`src/rtl/seq_controller_mc.sv`:
```
// Multi-cycle Moore controller for the simple RISC datapath: ALU/MOV/MOVcc, LDR/STR with a
// req/ack memory handshake and timeout, HALT and illegal-op trapping.
module seq_controller_mc #(
  parameter int unsigned MEM_TIMEOUT   = 16,
  parameter bit          COND_EN       = 1'b1,
  parameter bit          STATUS_ON_ALL = 1'b0
) (
  input  logic       clk,
  input  logic       rst_n,
  input  logic       start,
  input  logic [2:0] opcode,
  input  logic [1:0] ALU_op,
  input  logic [1:0] shift_op,
  input  logic       Z,
  input  logic       N,
  input  logic       V,
  input  logic       mem_ack,
  output logic       waiting,
  output logic [1:0] reg_sel,
  output logic [1:0] wb_sel,
  output logic       w_en,
  output logic       en_A,
  output logic       en_B,
  output logic       en_C,
  output logic       en_status,
  output logic       sel_A,
  output logic       sel_B,
  output logic       load_addr,
  output logic       mem_req,
  output logic       mem_we,
  output logic       halted,
  output logic       illegal,
  output logic       mem_err
);

  localparam int unsigned CntW = (MEM_TIMEOUT > 1) ? $clog2(MEM_TIMEOUT) : 1;
  localparam logic [CntW-1:0] CntLast = CntW'(MEM_TIMEOUT - 1);

  // Opcode-dependent output differences get their own states so outputs stay pure Moore.
  typedef enum logic [4:0] {
    StWait, StWrImm, StLdA, StLdB, StExecMov, StExecAlu, StExecCmp, StWrC, StCond,
    StAddr, StLdAdL, StLdAdS, StMemL, StMemS, StWrM, StHalt, StIll
  } state_e;

  state_e          state_q, state_d;
  logic [CntW-1:0] cnt_q, cnt_d;
  logic            mem_err_q, mem_err_d;
  logic            in_mem, timeout, cond_true;

  assign in_mem  = (state_q == StMemL) || (state_q == StMemS);
  assign timeout = (MEM_TIMEOUT != 0) && in_mem && !mem_ack && (cnt_q == CntLast);
  assign cnt_d   = (in_mem && !mem_ack) ? cnt_q + 1'b1 : '0;

  always_comb begin
    cond_true = 1'b1;
    unique case (shift_op)
      2'b01:   cond_true = Z;
      2'b10:   cond_true = N;
      2'b11:   cond_true = V;
      default: cond_true = 1'b1;
    endcase
  end

  always_comb begin
    mem_err_d = mem_err_q;
    if (state_q == StWait && start) begin
      mem_err_d = 1'b0;
    end else if (timeout) begin
      mem_err_d = 1'b1;
    end
  end

  always_comb begin
    state_d = state_q;
    unique case (state_q)
      StWait: begin
        if (start) begin
          case (opcode)
            3'b110: begin
              if (ALU_op == 2'b10)      state_d = StWrImm;
              else if (ALU_op == 2'b00) state_d = StLdB;
              else                      state_d = StIll;
            end
            3'b101, 3'b011, 3'b100: state_d = StLdA;
            3'b001:  state_d = COND_EN ? StCond : StIll;
            3'b111:  state_d = StHalt;
            default: state_d = StIll;
          endcase
        end
      end
      StLdA:     state_d = (opcode == 3'b101) ? StLdB : StAddr;
      StLdB: begin
        if (opcode == 3'b110)      state_d = StExecMov;
        else if (ALU_op == 2'b01)  state_d = StExecCmp;
        else                       state_d = StExecAlu;
      end
      StExecMov, StExecAlu: state_d = StWrC;
      StCond:    state_d = cond_true ? StWrImm : StWait;
      StAddr:    state_d = (opcode == 3'b100) ? StLdAdS : StLdAdL;
      StLdAdL:   state_d = StMemL;
      StLdAdS:   state_d = StMemS;
      StMemL: begin
        if (mem_ack)      state_d = StWrM;
        else if (timeout) state_d = StWait;
      end
      StMemS:    if (mem_ack || timeout) state_d = StWait;
      StHalt:    state_d = StHalt;
      default:   state_d = StWait;
    endcase
  end

  always_ff @(posedge clk or negedge rst_n) begin
    if (!rst_n) begin
      state_q   <= StWait;
      cnt_q     <= '0;
      mem_err_q <= 1'b0;
    end else begin
      state_q   <= state_d;
      cnt_q     <= cnt_d;
      mem_err_q <= mem_err_d;
    end
  end

  assign mem_err = mem_err_q;

  always_comb begin
    waiting   = 1'b0;
    reg_sel   = 2'b00;
    wb_sel    = 2'b00;
    w_en      = 1'b0;
    en_A      = 1'b0;
    en_B      = 1'b0;
    en_C      = 1'b0;
    en_status = 1'b0;
    sel_A     = 1'b0;
    sel_B     = 1'b0;
    load_addr = 1'b0;
    mem_req   = 1'b0;
    mem_we    = 1'b0;
    halted    = 1'b0;
    illegal   = 1'b0;
    unique case (state_q)
      StWait:    waiting = 1'b1;
      StWrImm:   begin reg_sel = 2'b10; wb_sel = 2'b10; w_en = 1'b1; end
      StLdA:     begin reg_sel = 2'b10; en_A = 1'b1; end
      StLdB:     en_B = 1'b1;
      StExecMov: begin sel_A = 1'b1; en_C = 1'b1; end
      StExecAlu: begin en_C = 1'b1; en_status = STATUS_ON_ALL; end
      StExecCmp: begin en_C = 1'b1; en_status = 1'b1; end
      StWrC:     begin reg_sel = 2'b01; w_en = 1'b1; end
      StAddr:    begin sel_B = 1'b1; en_C = 1'b1; end
      StLdAdL:   load_addr = 1'b1;
      StLdAdS:   begin load_addr = 1'b1; reg_sel = 2'b01; en_B = 1'b1; end
      StMemL:    mem_req = 1'b1;
      StMemS:    begin mem_req = 1'b1; mem_we = 1'b1; end
      StWrM:     begin reg_sel = 2'b01; wb_sel = 2'b11; w_en = 1'b1; end
      StHalt:    halted = 1'b1;
      StIll:     illegal = 1'b1;
      default:   ;
    endcase
  end

endmodule

```
`config.mk`:
```
export PLATFORM = sky130hd
export DESIGN_NAME = seq_controller_mc
export DESIGN_NICKNAME = d
export VERILOG_FILES = /design/src/rtl/seq_controller_mc.sv
export SDC_FILE = /design/constraint.sdc
export NUM_CORES = 1
export LEC_CHECK = 0
export ABC_AREA = 0
export CELL_PAD_IN_SITES_DETAIL_PLACEMENT = 1
export CELL_PAD_IN_SITES_GLOBAL_PLACEMENT = 1
export CORE_MARGIN = 3
export CORE_UTILIZATION = 30
export DETAILED_ROUTE_END_ITERATION = 10
export PLACE_DENSITY = 0.75
export SLEW_MARGIN = 20
export SYNTH_ARGS = -nofsm -noshare
export SYNTH_HDL_FRONTEND = slang
export SYNTH_SLANG_ARGS = --single-unit
```
`constraint.sdc`:
```
create_clock -name clk -period 2.7 [get_ports clk]
set_input_delay 0.675 -clock clk [delete_from_list [all_inputs] [get_ports clk]]
set_output_delay 0.675 -clock clk [all_outputs]
set_load 0.01 [all_outputs]
```
# After elaboration in Yosys (flattened, before gate mapping)
# Index checks and enable logic that the tools add are counted.
word_totals:
  register_bits: 10
  latchBits: 0
  ramBits: 0
  romBits: 0
  inputBits: 14
  wordCells: 86
  memories: 0
op_classes:
  n_addsub: 1
  multipliers: 0
  n_div: 0
  n_lt_le_gt_ge: 0
  eq_ne: 31
  shift: 0
  mux: 32
  bitwise: 0
  n_reduce_logical: 19
op_table:
  columns: ["cell", "count"]
  rows:
  - ["5-bit case mux with 11 select lines", 1]
  - ["5-bit by 4-bit == test with 1-bit output, second input constant", 8]
  - ["5-bit two-way mux", 6]
  - ["5-bit by 3-bit == test with 1-bit output, second input constant", 4]
  - ["5-bit case mux with 4 select lines", 1]
  - ["1-bit two-way mux", 17]
  - ["3-bit == test, second input constant", 4]
  - ["5-bit by 2-bit == test with 1-bit output, second input constant", 2]
  - ["2-bit OR reduction", 5]
  - ["3-bit OR reduction", 3]
  - ["4-bit two-way mux", 2]
  - ["2-bit case mux with 2 select lines", 2]
  - ["2-bit == test, second input constant", 3]
  - ["5-bit by 1-bit == test with 1-bit output, second input constant", 1]
  - ["5-bit == test, second input constant", 1]
  - ["5-bit logical NOT", 1]
  - ["4-bit by 1-bit adder with 4-bit output, second input constant", 1]
  - ["2-bit by 1-bit == test with 1-bit output, second input constant", 2]
  - ["4-bit == test, second input constant", 1]
  - ["2-bit two-way mux", 2]
  - ["4-bit OR reduction", 1]
  - ["3-bit by 1-bit == test with 1-bit output, second input constant", 1]
  - ["3-bit by 2-bit == test with 1-bit output, second input constant", 1]
  - ["1-bit logical AND", 3]
  - ["other kinds (9)", 10]

# Depth between registers and ports, before layout
logic_depth:
  depth_word: 7
  mapped_depth: 6

# Least setup slack after synthesis
# No wires, ideal clock.
synth_timing:
  path_kind: "reg2out"
  startpoint: "reg state_q[2]"
  endpoint: "out wb_sel[1]"
  arrival_time_ns: 1.259
  t_required_ns: 2.025
  setup_slack_ns: 0.766
  stages_incl_launch_ff: 6
  path_buffers: 2
  path_cell_list: "dfrtp_1 -> buf_4 -> buf_2 -> nand2_1 -> or2_2 -> a21oi_1"
synth_between:
  elab_chain_cells: 2
  elab_cells_between_ends: 3
synth_rtl:
  columns: ["element", "line", "source"]
  rows:
  - ["from (decl)", "45", "state_e state_q, state_d;"]
  - ["from (signal assigned)", "114", "state_q <= StWait;"]
  - ["from (signal assigned)", "118", "state_q <= state_d;"]
  - ["5-bit by 4-bit == test with 1-bit output or 5-bit by 1-bit == test with 1-bit output (tied branches)", "142", "unique case (state_q)"]
  - ["2-bit case mux with 2 select lines *", "142", null]
  - ["to (decl)", "20", "output logic [1:0] wb_sel,"]
# Every way passes the cells marked *; elsewhere a longest branch is shown, timed or not.

# Final worst setup path
layout_timing:
  startpoint: "reg state_q[2]"
  endpoint: "out sel_B"
layout_between:
  elab_chain_cells: 2
layout_rtl:
  columns: ["element", "line", "source"]
  rows:
  - ["5-bit by 4-bit == test with 1-bit output", "142", null]
  - ["1-bit two-way mux", "142", null]
  - ["to (decl)", "27", "output logic sel_B,"]
# No other way between the ends.

==> out/metrics.sh <==
GLOBALPLACE.CONGESTION=0.826
FIRST_PASS_ITERS=4
NETLIST-CELL-TYPE-COUNT=44
INSTANCES_NO_FILL=214
POWER.COMBINATIONAL.FRACTION_PCT=72.4
SYNTH_MUX_AREA_SHARE_PCT=1.04
SYNTH_NETS=143
CRITICAL_PATH.MAX_STAGE_DELAY_NS=0.54
PIN_COUNT_OF_THE_BIGGEST_NET_ENTERING_GLOBAL_ROUTING=14
FINAL_LAYOUT_NET_COUNT=188
SYNTHADDERAREAFRAC_PCT=1.31
FINALMAXSLEWVIOLATIONS=0
NUMBER_OF_VIOLATIONS_REPORTED_AT_THE_END_OF_DETAILED_ROUTING_ITERATION_0=25
WORSTMARGINPINSLEW_NS=0.532
INTERNAL_DISSIPATION_W=0.000701
ROWS=19
FINAL-SETUP-VIOL-COUNT=0
ROUTED_LENGTH_PER_INSTANCE_UM=16.3
MAX_SLEW_MARGIN_PCT=63.6
CORE_UM2=2900
GR-USAGE-ALL-LAYERS_PCT=16.9
SHARE_OF_THE_YOSYS_CHIP_AREA_BELONGING_TO_REGISTERS_PCT=26.1
ANTENNADIODECOUNT=0
TRITONCTS='yes'
PORTBUFFERS=31
HOLD_BUFFERS=0
CLOCK-SKEW-FINAL_NS=0.00714
HP-CLASS='reg -> reg'
POST_SYNTH_XOR_AREA_FRACTION_PCT=2.74
CLKTRANSATPATHREGS_NS=0.06
WORST_IR_DROP_VDD_mV=0.435
CTS-ROOT-TO-SINK-BUFFERS=2
CLOCKROOTBUFFER='sky130_fd_sc_hd__clkbuf_4'
ANT_NETS=0
MAIN_COMBINATIONAL_CELL_FAMILY_BY_AREA_AFTER_SYNTHESIS='simple AND/OR/NAND/NOR gates'
YS_WARN_COUNT=0
CLOCK-SINKS=10
TIMING.REG2REG.SETUP_SLACK_NS=0.81
POWER.LEAKAGE_nW=0.681
MIN_PERIOD_OVER_PERIOD_PCT=97.5
TOP_LEVEL_PORTS=32
CP_DATA_REQUIRED_TIME_NS=2.03
POWER_FRAC_SEQ_PCT=17.5
END_KIND='output pin'
REPORT.POWER.TOTAL_W=0.00128
ANTENNA_VIOLATIONS_BEFORE_REPAIR=0
CRIT_FANOUT=7
DETAILEDPLACEMENTHPWL_MM=2.52
AREA_GROWTH_SYN_TO_LAYOUT_PCT=52.1
FP.DIEAREA_UM2=3910
STATUS='finished, final reports clean'
GRT_PASS1_WL_MM=5.40
DETAILROUTE.VIA_COUNT=1135
SYNTHESIS.AREA_UM2=958
SYNTHESIS.INSTANCES=128
CTS_MADE_BUFFERS=3
SYN_AVG_CELL_AREA_UM2=7.49
PRE_CTS_SLACK_NS=0.224
MAX-CAP-VIOLATIONS=0
CELLS_TRAVERSED_ALONG_THE_WORST_TIMING_PATH='nand2b_4 > or3_1 > inv_1 > clkdlybuf4s50_1'
GLOBALROUTE.TOTALOVERFLOW=0
AVGVIACOUNTPERCELL=5.30
POST_SYNTH_AND_OR_NAND_NOR_AREA_FRACTION_PCT=39.8
DP.CELLS=199
REGISTER_AREA_UM2=254
REPORT.FINAL.HOLD_VIOL_COUNT=0
DRC=0
DIE_W_UM=62.5
CRITPATHARRIVALTIME_NS=1.96
MOSTFREQUENTLAYOUTCELLS='sky130_fd_sc_hd__clkdlybuf4s50_1, sky130_fd_sc_hd__nor2_1, sky130_fd_sc_hd__buf_4, sky130_fd_sc_hd__a21oi_1, sky130_fd_sc_hd__nand2_1'
WORST_SLACK_ON_HOLD_PATHS_NS=0.465
LAYOUT-DRIVE-GT1-SHARE_PCT=19.8
POWER.SHARE.CLOCK_PCT=10.1
START_UTIL_PCT=33.0
CRITPATHKIND='reg -> out'
CRIT_SLOWEST_CELL='sky130_fd_sc_hd__clkdlybuf4s50_1'
SETUP_WS_NS=0.0685
DIEHEIGHT_UM=62.5
MOST_COMMON_CELL_AFTER_LAYOUT_FILL_AND_TAPS_ASIDE='sky130_fd_sc_hd__clkdlybuf4s50_1'
NUMBER_OF_FILL_CELLS_IN_THE_LAYOUT=371
MULTI_INPUT_GATE_AREA_IN_THE_FINAL_LAYOUT_UM2=652
P_SW_W=0.000577
UTILIZATION_PCT=50.3
INSERTION_DELAY_NS=0.26
CRITPATHLAUNCHTYPE='flop'
CLOCK_TREE.HTREE_LEVEL_COUNT=1
SYNTH-COMPOUND-AREA-SHARE_PCT=21.4
FINALCRITICALPERIOD_NS=2.63
POWER.SHARE.SWITCHING_PCT=45.1
POWER.DENSITY_nW_PER_UM2=877
NUMBER_OF_SYNTHESIZED_REGISTER_BITS=10
TIMING.FMAX_MHz=380
VIA_COUNT_OF_THE_FIRST_GLOBAL_ROUTING_PASS=1162
POSTROUTEWIRELENGTH_MM=3.49
==> power groups by stage <==
stage	logic, W	registers [W]	clock network [W]
2_1_floorplan	0.000516	0.000212	0
3_3_place_gp	0.000749	0.000240	0
3_5_place_dp	0.000758	0.000245	0
4_1_cts	0.000784	0.000255	0.000135
5_1_grt	0.00101	0.000228	0.000145
6_report	0.000925	0.000224	0.000129
==> sequential cells by signal, indices dropped and copies added, names as in the netlist <==
name,flops
state_q,5
mem_err,1
cnt_q,4
==> worst max-delay path: cells and delay by family, from the launching register on <==
kind	cells	cell delay, ns
buffers and inverters	2	0.65
DFF	1	0.47
and+or+nand+nor	2	0.58
==> through the flow <==
step,TNS [ns],cell area [um2]
3_5_place_dp,0,1310
2_1_floorplan,0,958
6_report,0,1460
4_1_cts,0,1360
3_3_place_gp,0,1310
5_1_grt,-0.00157,1460
==> synth_stat cells <==
master,number,share of area (%)
sky130_fd_sc_hd__o32ai_1,1,0.91
sky130_fd_sc_hd__a21oi_1,12,6.3
sky130_fd_sc_hd__o21ai_2,1,0.91
sky130_fd_sc_hd__clkbuf_1,1,0.39
sky130_fd_sc_hd__buf_4,3,2.3
sky130_fd_sc_hd__ha_1,1,1.3
sky130_fd_sc_hd__mux2i_1,1,1.0
sky130_fd_sc_hd__nand3_1,3,1.6
sky130_fd_sc_hd__buf_6,2,2.3
sky130_fd_sc_hd__and3_1,4,2.6
sky130_fd_sc_hd__or2_1,1,0.65
sky130_fd_sc_hd__xnor2_1,1,0.91
sky130_fd_sc_hd__and2_1,1,0.65
sky130_fd_sc_hd__nor3_1,5,2.6
sky130_fd_sc_hd__or2b_1,1,0.78
sky130_fd_sc_hd__nand3b_1,1,0.78
sky130_fd_sc_hd__nand2b_4,2,2.9
sky130_fd_sc_hd__dfrtp_1,10,26
sky130_fd_sc_hd__or3_1,4,2.6
sky130_fd_sc_hd__a2bb2oi_1,1,0.91
sky130_fd_sc_hd__o21bai_1,1,0.78
sky130_fd_sc_hd__nor3b_1,3,2.3
sky130_fd_sc_hd__inv_1,5,2.0
sky130_fd_sc_hd__nor2_1,17,6.7
sky130_fd_sc_hd__nand2_1,9,3.5
sky130_fd_sc_hd__nor2b_1,1,0.65
sky130_fd_sc_hd__a221oi_1,1,0.91
sky130_fd_sc_hd__a31oi_1,2,1.3
sky130_fd_sc_hd__and4bb_2,1,1.3
sky130_fd_sc_hd__o21ai_1,2,1.0
sky130_fd_sc_hd__o211ai_1,1,0.78
sky130_fd_sc_hd__nand2_2,1,0.65
sky130_fd_sc_hd__buf_2,1,0.52
sky130_fd_sc_hd__or4_4,1,1.2
sky130_fd_sc_hd__o21ai_0,8,4.2
sky130_fd_sc_hd__or2_2,2,1.3
sky130_fd_sc_hd__a22oi_1,1,0.78
sky130_fd_sc_hd__xor2_1,2,1.8
sky130_fd_sc_hd__or4_1,1,0.78
sky130_fd_sc_hd__nand4_1,1,0.65
sky130_fd_sc_hd__a2111oi_0,2,1.8
sky130_fd_sc_hd__o31ai_1,1,0.78
sky130_fd_sc_hd__nor3_2,1,1.0
sky130_fd_sc_hd__nand2b_1,7,4.6
==> what timing repair did <==
action	CTS	global route
endpoints found under the setup margin	3	5
setup buffers	0	11
gates cloned	0	0
gates resized for setup	5	7
==> worst paths after layout <==
kind	endpoint	depth (start not counted)	startpoint
setup / recovery	sel_B	4	state_q[2]
min in group asynchronous	cnt_q[2]	1	rst_n
hold reg to reg	cnt_q[0]	1	cnt_q[0]
setup reg to reg	state_q[1]	6	state_q[2]
hold / removal	cnt_q[0]	1	cnt_q[0]
max in group asynchronous	state_q[4]	1	rst_n
==> routing by layer <==
metal,routed length (um),vias up,share of wire (%),GRT usage [%]
met5,0,-,0,0
met4,21,0,0.60,4.13
met3,169,2,4.8,3.78
met2,1730,36,49,30.4
met1,1570,552,45,20.2
li1,-,545,-,-
==> final cells by class <==
| type | instances | share of cell area (%) |
|---|---|---|
| Multi-Input combinational cell | 106 | 44.7 |
| Timing Repair Buffer | 47 | 30.5 |
| Sequential cell | 10 | 17.4 |
| Tap cell | 42 | 3.61 |
| Clock buffer | 4 | 2.49 |
| Inverter | 5 | 1.29 |
==> kinds of logic (layout without fill, tap and decap cells) <==
group	Yosys count	count (layout)
AND/OR/NAND/NOR	67	67
AO/OA/AOI/OAI	34	34
buffers and inverters	12	56
flip-flops	10	10
XOR/XNOR	3	3
adder cells (fa/ha/maj)	1	1
multiplexers	1	1
Note: power is estimated with default switching activity, not from simulation.
